`config.mk`:
```
export PLATFORM = sky130hd
export DESIGN_NAME = linebuffer_3x3_stream_cfg
export DESIGN_NICKNAME = d
export VERILOG_FILES = /design/src/rtl/cnn_pkg.sv /design/src/rtl/com_line_ram.sv /design/src/rtl/linebuffer_3x3_stream_cfg.sv
export SDC_FILE = /design/constraint.sdc
export NUM_CORES = 2
export LEC_CHECK = 0
export CAP_MARGIN = 20
export CORE_MARGIN = 1
export CORE_UTILIZATION = 40
export DETAILED_ROUTE_END_ITERATION = 10
export DONT_BUFFER_PORTS = 1
export GPL_ROUTABILITY_DRIVEN = 0
export GPL_TIMING_DRIVEN = 0
export HOLD_SLACK_MARGIN = 0.05
export SLEW_MARGIN = 20
export SYNTH_ARGS = -nofsm -noshare
export SYNTH_HDL_FRONTEND = slang
export SYNTH_HIERARCHICAL = 1
export SYNTH_SLANG_ARGS = --single-unit
```
`constraint.sdc`:
```
create_clock -name clk -period 12.93 [get_ports clk]
set_clock_uncertainty 0.2 [all_clocks]
set_input_delay 1.9395 -clock clk [delete_from_list [all_inputs] [get_ports clk]]
set_output_delay 1.9395 -clock clk [all_outputs]
set_load 0.005 [all_outputs]
```
`src/rtl/cnn_pkg.sv`:
```
// -----------------------------------------------------------------------------
// cnn_pkg
// Shared definitions for the CNN streaming datapath.
//  - PIX_W      : default pixel width
//  - WIN_TAPS   : number of taps in a 3x3 window
//  - TAP_*      : tap index inside a packed window; row-major, oldest row and
//                 oldest column at index 0, newest pixel at index 8
//  - stride_t   : window stride encoding
//  - lb_state_t : line-buffer frame state
// -----------------------------------------------------------------------------
package cnn_pkg;

    localparam int PIX_W    = 8;
    localparam int WIN_TAPS = 9;

    // Top row (oldest line)
    localparam int TAP_TL = 0;
    localparam int TAP_TC = 1;
    localparam int TAP_TR = 2;
    // Middle row
    localparam int TAP_ML = 3;
    localparam int TAP_MC = 4;
    localparam int TAP_MR = 5;
    // Bottom row (current line, TAP_BR is the newest pixel)
    localparam int TAP_BL = 6;
    localparam int TAP_BC = 7;
    localparam int TAP_BR = 8;

    typedef enum logic {
        STRIDE_1 = 1'b0,
        STRIDE_2 = 1'b1
    } stride_t;

    typedef enum logic {
        LB_IDLE = 1'b0,
        LB_RUN  = 1'b1
    } lb_state_t;

endpackage

```
`src/rtl/com_line_ram.sv`:
```
// -----------------------------------------------------------------------------
// com_line_ram
// Single-port line memory: synchronous write, asynchronous read at the same
// address, so the old word can be read and replaced in one cycle.
// Ports:
//  clk    in  1       write clock, rising edge
//  we     in  1       write enable
//  addr   in  ADDR_W  read/write address (must be < DEPTH)
//  wdata  in  WIDTH   write data
//  rdata  out WIDTH   contents at addr before this cycle's write
// -----------------------------------------------------------------------------
module com_line_ram #(
    parameter int DEPTH  = 224,
    parameter int WIDTH  = 8,
    parameter int ADDR_W = 8
) (
    input  logic              clk,
    input  logic              we,
    input  logic [ADDR_W-1:0] addr,
    input  logic [WIDTH-1:0]  wdata,
    output logic [WIDTH-1:0]  rdata
);

    logic [WIDTH-1:0] mem [DEPTH];

    // NOTE: storage arrays get no reset; resetting them would force flops
    // instead of RAM and nothing downstream relies on initial contents.
    always_ff @(posedge clk) begin
        if (we) begin
            mem[addr] <= wdata;
        end
    end

    assign rdata = mem[addr];

endmodule

```
`src/rtl/linebuffer_3x3_stream_cfg.sv`:
```
// -----------------------------------------------------------------------------
// linebuffer_3x3_stream_cfg
// Streaming 3x3 window generator. Buffers the two previous lines of a raster
// stream and emits a registered 3x3 window with valid / end-of-row strobes.
// Line length and stride are captured on each accepted start-of-frame pixel.
// Ports:
//  clk          in   1          system clock, rising edge
//  rst_n        in   1          asynchronous reset, active low
//  cfg_len      in   LEN_W      line length (clamped to 3..MAX_LEN), taken at SOF
//  cfg_stride2  in   1          0 = stride 1, 1 = stride 2, taken at SOF
//  in_valid     in   1          in_data / in_sof valid
//  in_sof       in   1          first pixel of a frame (qualified by in_valid)
//  in_data      in   DATA_W     pixel, raster order
//  win_valid    out  1          win_data holds a complete in-frame window
//  win_eol      out  1          last window of the current row
//  win_data     out  9*DATA_W   window, tap 0 = top-left, tap 8 = newest pixel
// -----------------------------------------------------------------------------
module linebuffer_3x3_stream_cfg
    import cnn_pkg::*;
#(
    parameter int DATA_W  = PIX_W,
    parameter int MAX_LEN = 224,
    parameter int LEN_W   = 8
) (
    input  logic                         clk,
    input  logic                         rst_n,
    input  logic [LEN_W-1:0]             cfg_len,
    input  logic                         cfg_stride2,
    input  logic                         in_valid,
    input  logic                         in_sof,
    input  logic [DATA_W-1:0]            in_data,
    output logic                         win_valid,
    output logic                         win_eol,
    output logic [WIN_TAPS*DATA_W-1:0]   win_data
);

    localparam logic [LEN_W-1:0] LEN_MIN = LEN_W'(3);
    localparam logic [LEN_W-1:0] LEN_MAX = LEN_W'(MAX_LEN);
    localparam logic [LEN_W-1:0] ROW_SAT = '1;

    function automatic logic [LEN_W-1:0] clamp_len(input logic [LEN_W-1:0] len);
        if (len < LEN_MIN) return LEN_MIN;
        if (len > LEN_MAX) return LEN_MAX;
        return len;
    endfunction

    lb_state_t state_q, state_d;
    logic      in_run;

    logic [LEN_W-1:0] col_q, row_q, len_q;
    stride_t          stride_q;

    // Per-pixel view: a SOF pixel sees (0,0) and the freshly sampled config.
    logic             accept;
    logic [LEN_W-1:0] col_a, row_a, len_a, last_col, eol_col;
    stride_t          stride_a;
    logic             at_row_end, win_hit;

    logic [DATA_W-1:0] line0_rd, line1_rd;
    logic [WIN_TAPS-1:0][DATA_W-1:0] win_q;

    // ---------------- FSM ----------------
    // NOTE: sequential blocks use non-blocking (<=) so every register samples
    // pre-edge values; combinational blocks use blocking (=).
    always_ff @(posedge clk or negedge rst_n) begin
        if (!rst_n) state_q <= LB_IDLE;
        else        state_q <= state_d;
    end

    // NOTE: every combinational output gets a default first, so no path
    // leaves it unassigned and no latch is inferred.
    always_comb begin
        state_d = state_q;
        if (in_valid && in_sof) state_d = LB_RUN;
    end

    always_comb begin
        in_run = (state_q == LB_RUN);
    end

    // ---------------- per-pixel decode ----------------
    assign accept   = in_valid && (in_sof || in_run);
    assign col_a    = in_sof ? '0 : col_q;
    assign row_a    = in_sof ? '0 : row_q;
    assign len_a    = in_sof ? clamp_len(cfg_len) : len_q;
    assign stride_a = in_sof ? stride_t'(cfg_stride2) : stride_q;

    assign last_col   = len_a - LEN_W'(1);
    assign at_row_end = (col_a == last_col);
    // With stride 2 only even columns produce windows, so the row's last
    // window sits on the highest even column.
    assign eol_col    = (stride_a == STRIDE_2) ? {last_col[LEN_W-1:1], 1'b0} : last_col;

    // c >= 2 guarantees the three window columns all belong to the current row;
    // r >= 2 masks line-RAM contents left over from a previous frame.
    assign win_hit = (row_a >= LEN_W'(2)) && (col_a >= LEN_W'(2)) &&
                     ((stride_a == STRIDE_1) || (!row_a[0] && !col_a[0]));

    // ---------------- counters / config ----------------
    always_ff @(posedge clk or negedge rst_n) begin
        if (!rst_n) begin
            col_q    <= '0;
            row_q    <= '0;
            len_q    <= LEN_MIN;
            stride_q <= STRIDE_1;
        end else if (accept) begin
            if (at_row_end) begin
                col_q <= '0;
                row_q <= (row_a == ROW_SAT) ? row_a : row_a + LEN_W'(1);
            end else begin
                col_q <= col_a + LEN_W'(1);
                row_q <= row_a;
            end
            if (in_sof) begin
                len_q    <= len_a;
                stride_q <= stride_a;
            end
        end
    end

    // ---------------- line memories ----------------
    // line0 holds the previous row, line1 the row before it; line1 takes the
    // word line0 is about to lose.
    com_line_ram #(.DEPTH(MAX_LEN), .WIDTH(DATA_W), .ADDR_W(LEN_W)) u_line0 (
        .clk   (clk),
        .we    (accept),
        .addr  (col_a),
        .wdata (in_data),
        .rdata (line0_rd)
    );

    com_line_ram #(.DEPTH(MAX_LEN), .WIDTH(DATA_W), .ADDR_W(LEN_W)) u_line1 (
        .clk   (clk),
        .we    (accept),
        .addr  (col_a),
        .wdata (line0_rd),
        .rdata (line1_rd)
    );

    // ---------------- window and strobes ----------------
    always_ff @(posedge clk or negedge rst_n) begin
        if (!rst_n) begin
            win_q <= '0;
        end else if (accept) begin
            win_q[TAP_TL] <= win_q[TAP_TC];
            win_q[TAP_TC] <= win_q[TAP_TR];
            win_q[TAP_TR] <= line1_rd;
            win_q[TAP_ML] <= win_q[TAP_MC];
            win_q[TAP_MC] <= win_q[TAP_MR];
            win_q[TAP_MR] <= line0_rd;
            win_q[TAP_BL] <= win_q[TAP_BC];
            win_q[TAP_BC] <= win_q[TAP_BR];
            win_q[TAP_BR] <= in_data;
        end
    end

    always_ff @(posedge clk or negedge rst_n) begin
        if (!rst_n) begin
            win_valid <= 1'b0;
            win_eol   <= 1'b0;
        end else begin
            win_valid <= accept && win_hit;
            win_eol   <= accept && win_hit && (col_a == eol_col);
        end
    end

    assign win_data = win_q;

endmodule

```
Word-level counts from Yosys, hierarchy flattened
Memory sizes are Yosys's and may differ from the RTL's. A register that Yosys moved wholly into a read port is not among the register bits.
Cells that the tools add are included.

word-level totals
  register bits after elaboration = 92
  bits in latches = 0
  memory bits (writable) = 3584
  bits in read-only memories = 0
  bits of input ports = 21
  output and inout port bits = 74
  logic and storage cells = 58
  memories = 2

cells by class
  add/sub/neg operators = 3
  multipliers = 0
  div/mod/pow operators = 0
  order comparisons = 4
  equality and inequality tests = 3
  shift-type cells = 0
  multiplexer cells = 17
  bitwise logic cells = 1
  reductions and logical operators = 13

memory list
  memory       depth  width  rd ports  clocked after Yosys merged registers in  wr ports  line                text
  u_line0.mem  224    8      1         0                                        1         com_line_ram.sv:24  logic [WIDTH-1:0] mem [DEPTH];
  u_line1.mem  224    8      1         1                                        1         com_line_ram.sv:24

operators with widths
  operator               count
  $mux W8                10
  $add A8 B1 Y8 const B  2
  $eq A8 B8 Y1           2
  $ge A8 B2 Y1 const B   2
  $eq A8 B8 Y1 const B   1
  $gt A8 B8 Y1 const B   1
  $lt A8 B2 Y1 const B   1
  $sub A8 B1 Y8 const B  1
  $logic_and A1 B1 Y1    7
  $mux W1                7
  $logic_not A1 Y1       3
  $logic_or A1 B1 Y1     2
  $reduce_and A2 Y1      1
  $not A1 Y1             1

Logic depth before layout (Yosys ltp)
  word-level depth = 10
  gate-level depth with buffers = 16
  gate-level depth less buffers = 12

Hierarchy
The synthesis kept the hierarchy.

modules (own cells, without submodules)
  module                     instances  cells an instance  area an instance (um^2)  seq. area each (um^2)
  com_line_ram               2          3114               68952.4                  53811.6
  linebuffer_3x3_stream_cfg  1          542                4754.6                   2504.9

Worst setup path after synthesis
No wires, ideal clock.

  path type = input -> register
  start = input port in_sof
  end = memory u_line1.mem[0][7] (data pin)
  library setup time = 2.004 ns
  arrival = 13.284 ns
  required time = 10.726 ns
  path slack = -2.559 ns
  stages = 11
  path buffers = 5
  path through = buf_4 -> buf_2 -> nor2b_1 -> buf_2 -> buf_2 -> buf_1 -> mux2i_1 -> a211oi_1 -> nand3_1 -> o311a_1 -> o311ai_1

between the ends
  longest elaborated chain between the ends = 2

ends and longest elaborated chain
  what             line                             text
  start, declared  linebuffer_3x3_stream_cfg.sv:30  input logic in_sof,
  $mux W8          linebuffer_3x3_stream_cfg.sv:83  assign col_a = in_sof ? '0 : col_q;
  via col_a[1]     linebuffer_3x3_stream_cfg.sv:55  logic [LEN_W-1:0] col_a, row_a, len_a, last_col, eol_col;
  $mem_v2 Z224 W8  -
  via line0_rd[7]  linebuffer_3x3_stream_cfg.sv:59  logic [DATA_W-1:0] line0_rd, line1_rd;
  end, declared    com_line_ram.sv:24

The timed path passes the listed nets, and every way through them passes these cells.

Final worst setup path
  start = input port in_sof
  end = memory u_line1.mem[187][7] (data pin)

The elaborated chain is that of the path after synthesis.

==> out/qor.yml <==
power_switching_uw: 7180
power_frac_comb: 0.136
clkPwrFrac: 0.368
worst_slack_ps: 5120
synth_area_mm2: 0.143
power.density_mw_per_mm2: 173
antenna_left: 0
worst_skew_pair.late_latency_ps: 910
clockRootBuffer: "clkbuf_16"
fp.dieH_um: 599
syn_inst: 6770
criticalPathCategory: "in -> reg"
p_leak_uw: 0.0496
crit_path_start_kind: "primary input"
grt_overflow: 0
crit_path_end: "u_line1/mem[187][7]"
tritoncts: "built"
yosys.cell_types.count: 74
whs_ps: 294
clock-sinks: 3684
maxSlewViolCount: 0
dp_slack_ps: 4510
fin_crit_ps: 7810
core_mm2: 0.354
rr_endpoint: "u_line1/mem[187][7]"
initialDrtViolationCount: 10500
cts_setup_buffers: 0
viasPerCell: 6.12
r2r_cells: 15
grt_usage: 0.235
first_global_vias: 73700
cap_violations: 0
ys_seq_area_frac: 0.772
max_freq_ghz: 0.128
r2r-start: "col_q[1]"
seqPwrFrac: 0.496
cts_resized: 0
vias: 75200
grt_start_max_net_pins: 226
portBuffers: 0
syn_nets: 6796
syn_to_final_growth_pct: 13.8
internal_power_uw: 20900
routedWlPerCell_um: 34.8
max-clock-path-buffers: 4
drive_above_1_share: 0.243
hold_path_depth: 1
synth-main-ff-cell: "edfxtp_1"
dieArea_mm2: 0.359
postSynthAreaPerCell_um2: 21.1
setup_viol: 0
crit_start: "in_sof"
grt_pass1_wl_um: 589000
hold_path.class: "reg -> reg"
fp-row-count: 218
finalHoldViolations: 0
status: "complete, no violations"
cp.required_ps: 13340
drc_errors: 0
yosysWarningCount: 6
ios: 95
maxSlewHeadroom: 0.132
synth-async-reset-ratio: 0.0271
dp.final_hpwl_um: 288000
rsz0062_at_grt: "no"
clkTransAtPathRegs_ps: 60
synth_edf_count: 3584
ys_ff_latch: 3684
ir_drop_mv: 0.112
period_share: 0.604
initial_core_util: 0.403
swShare: 0.255
drt-total-wl_um: 427000
worst_slew_pin_slew_ps: 1300
htreeDepth: 5
antenna_found_initial: 13
cts_hold_buf: 0
reg2reg_setup_slack_ps: 6080
fin_nets: 7278
crit_arrival_ps: 8220
numCtsBuffers: 370
cp_max_fo: 20
cp-end-kind: "register"
fp.dieW_um: 599
first_pass_iters: 6
-- worst max-delay path, cell delays in order --
cell and delay (ps):
buf_4 150, buf_2 200, nor2b_4 480, buf_16 240, buf_2 390, buf_2 560
buf_2 690, mux4_2 460, a221oi_1 760, nor3_1 90, o31ai_1 1010, o311ai_4 230
buf_8 240, buf_6 180, buf_8 170, buf_6 180, buf_6 180
-- power groups by stage --
stage	Sequential [uW]	Clock (uW)	Combinational, uW
floorplan	14400	0	1840
global placement	14600	0	3350
detailed placement	14200	0	3740
CTS	13900	10500	3750
global route	13900	10900	3900
finish	13900	10400	3810
-- routing by layer --
metal | GRT usage | routed length [um] | vias to the layer above
met5 | 0 | 64 | -
met4 | 0.108 | 23600 | 8
met3 | 0.0502 | 43000 | 961
met2 | 0.369 | 198000 | 4473
met1 | 0.315 | 162000 | 40500
li1 | - | - | 29200
-- how the worst min path moves through the flow --
| stage | endpoint | slack, ps | start |
|---|---|---|---|
| floorplan | in_run | 260 | in_run |
| finish | in_run | 290 | in_run |
| CTS | in_run | 300 | in_run |
| global route | win_data[51] | 330 | win_data[51] |
| detailed placement | in_run | 290 | in_run |
| global placement | in_run | 280 | in_run |
-- layout by cell type, fill, tap and decap left out, types with 15 or more instances in the layout --
cell type,instances
bufinv_16,28
nor3_2,28
clkbuf_2,27
a21oi_1,42
a221oi_1,18
nand2_1,375
buf_1,18
nand2b_1,18
nand3_1,70
buf_4,58
a22o_1,18
a22oi_1,80
nor2b_1,25
buf_6,57
a21boi_0,20
nand3_2,18
dfrtp_1,98
o21ai_0,21
buf_12,15
buf_8,17
nor2_1,452
buf_16,28
clkbuf_1,241
o31ai_1,32
o22ai_1,147
clkbuf_16,377
nor4_1,15
clkinv_2,70
buf_2,116
mux4_2,918
edfxtp_1,3584
o221ai_1,25
a211oi_1,37
and3_1,16
o22a_1,24
and2_1,15
clkinv_1,95
mux2i_1,92
-- stage by stage --
stage	total power [uW]	util	cells	TNS, ps	cell area (um^2)
after floorplan	16200	-	6770	0	143000
after global placement	18000	0.420	11500	-8815720	149000
after detailed placement	17900	0.426	11600	0	151000
after CTS	28200	0.459	12300	0	162000
after global routing	28700	0.459	12300	0	162000
final	28100	0.459	12300	0	162000
-- flip-flops by register name, indices dropped and copies added (netlist names) --
register,cells
win_eol,1
win_data,72
win_valid,1
stride_q,1
len_q,8
u_line1/mem,1792
u_line0/mem,1792
col_q,8
in_run,1
row_q,8
-- Yosys cell counts, types with 29 or more instances --
cell         n  area, um^2
clkbuf_1   195         732
nor2b_1     29         181
edfxtp_1  3584      108000
mux2i_1     92         921
a211oi_1    37         278
a21oi_1     42         210
nand2_1    375        1410
dfrtp_1     98        2450
buf_4       41         308
a22oi_1     80         601
nor3_1      37         185
buf_2      107         536
nor2_1     462        1730
nand3_1     88         440
o22ai_1    147         920
mux4_2     918       20700
o31ai_1     32         240
-- kinds of logic (layout without fill, tap and decap cells) --
logic type      after synthesis  count (layout)  synth area share
flops                      3684            3684             0.772
fa+ha+maj                     5               5          0.000439
other cells                   0               9                 0
mux                        1015            1015             0.152
simple gates               1108            1108            0.0333
buf+inv                     403            1178            0.0139
compound gates              542             542            0.0278
xor+xnor                     13              13          0.000798
-- final cells by class --
type	instances	area [um^2]
antenna	9	22.5
clock buffer	450	9710
clock inverter	215	1790
multi-input combinational	2683	31000
fill	29400	191000
tap	4730	5920
sequential	3684	110000
timing repair buffer	110	1830
inverter	9	33.8
buffer	394	1990
Note: power is estimated with default switching activity, not from simulation.
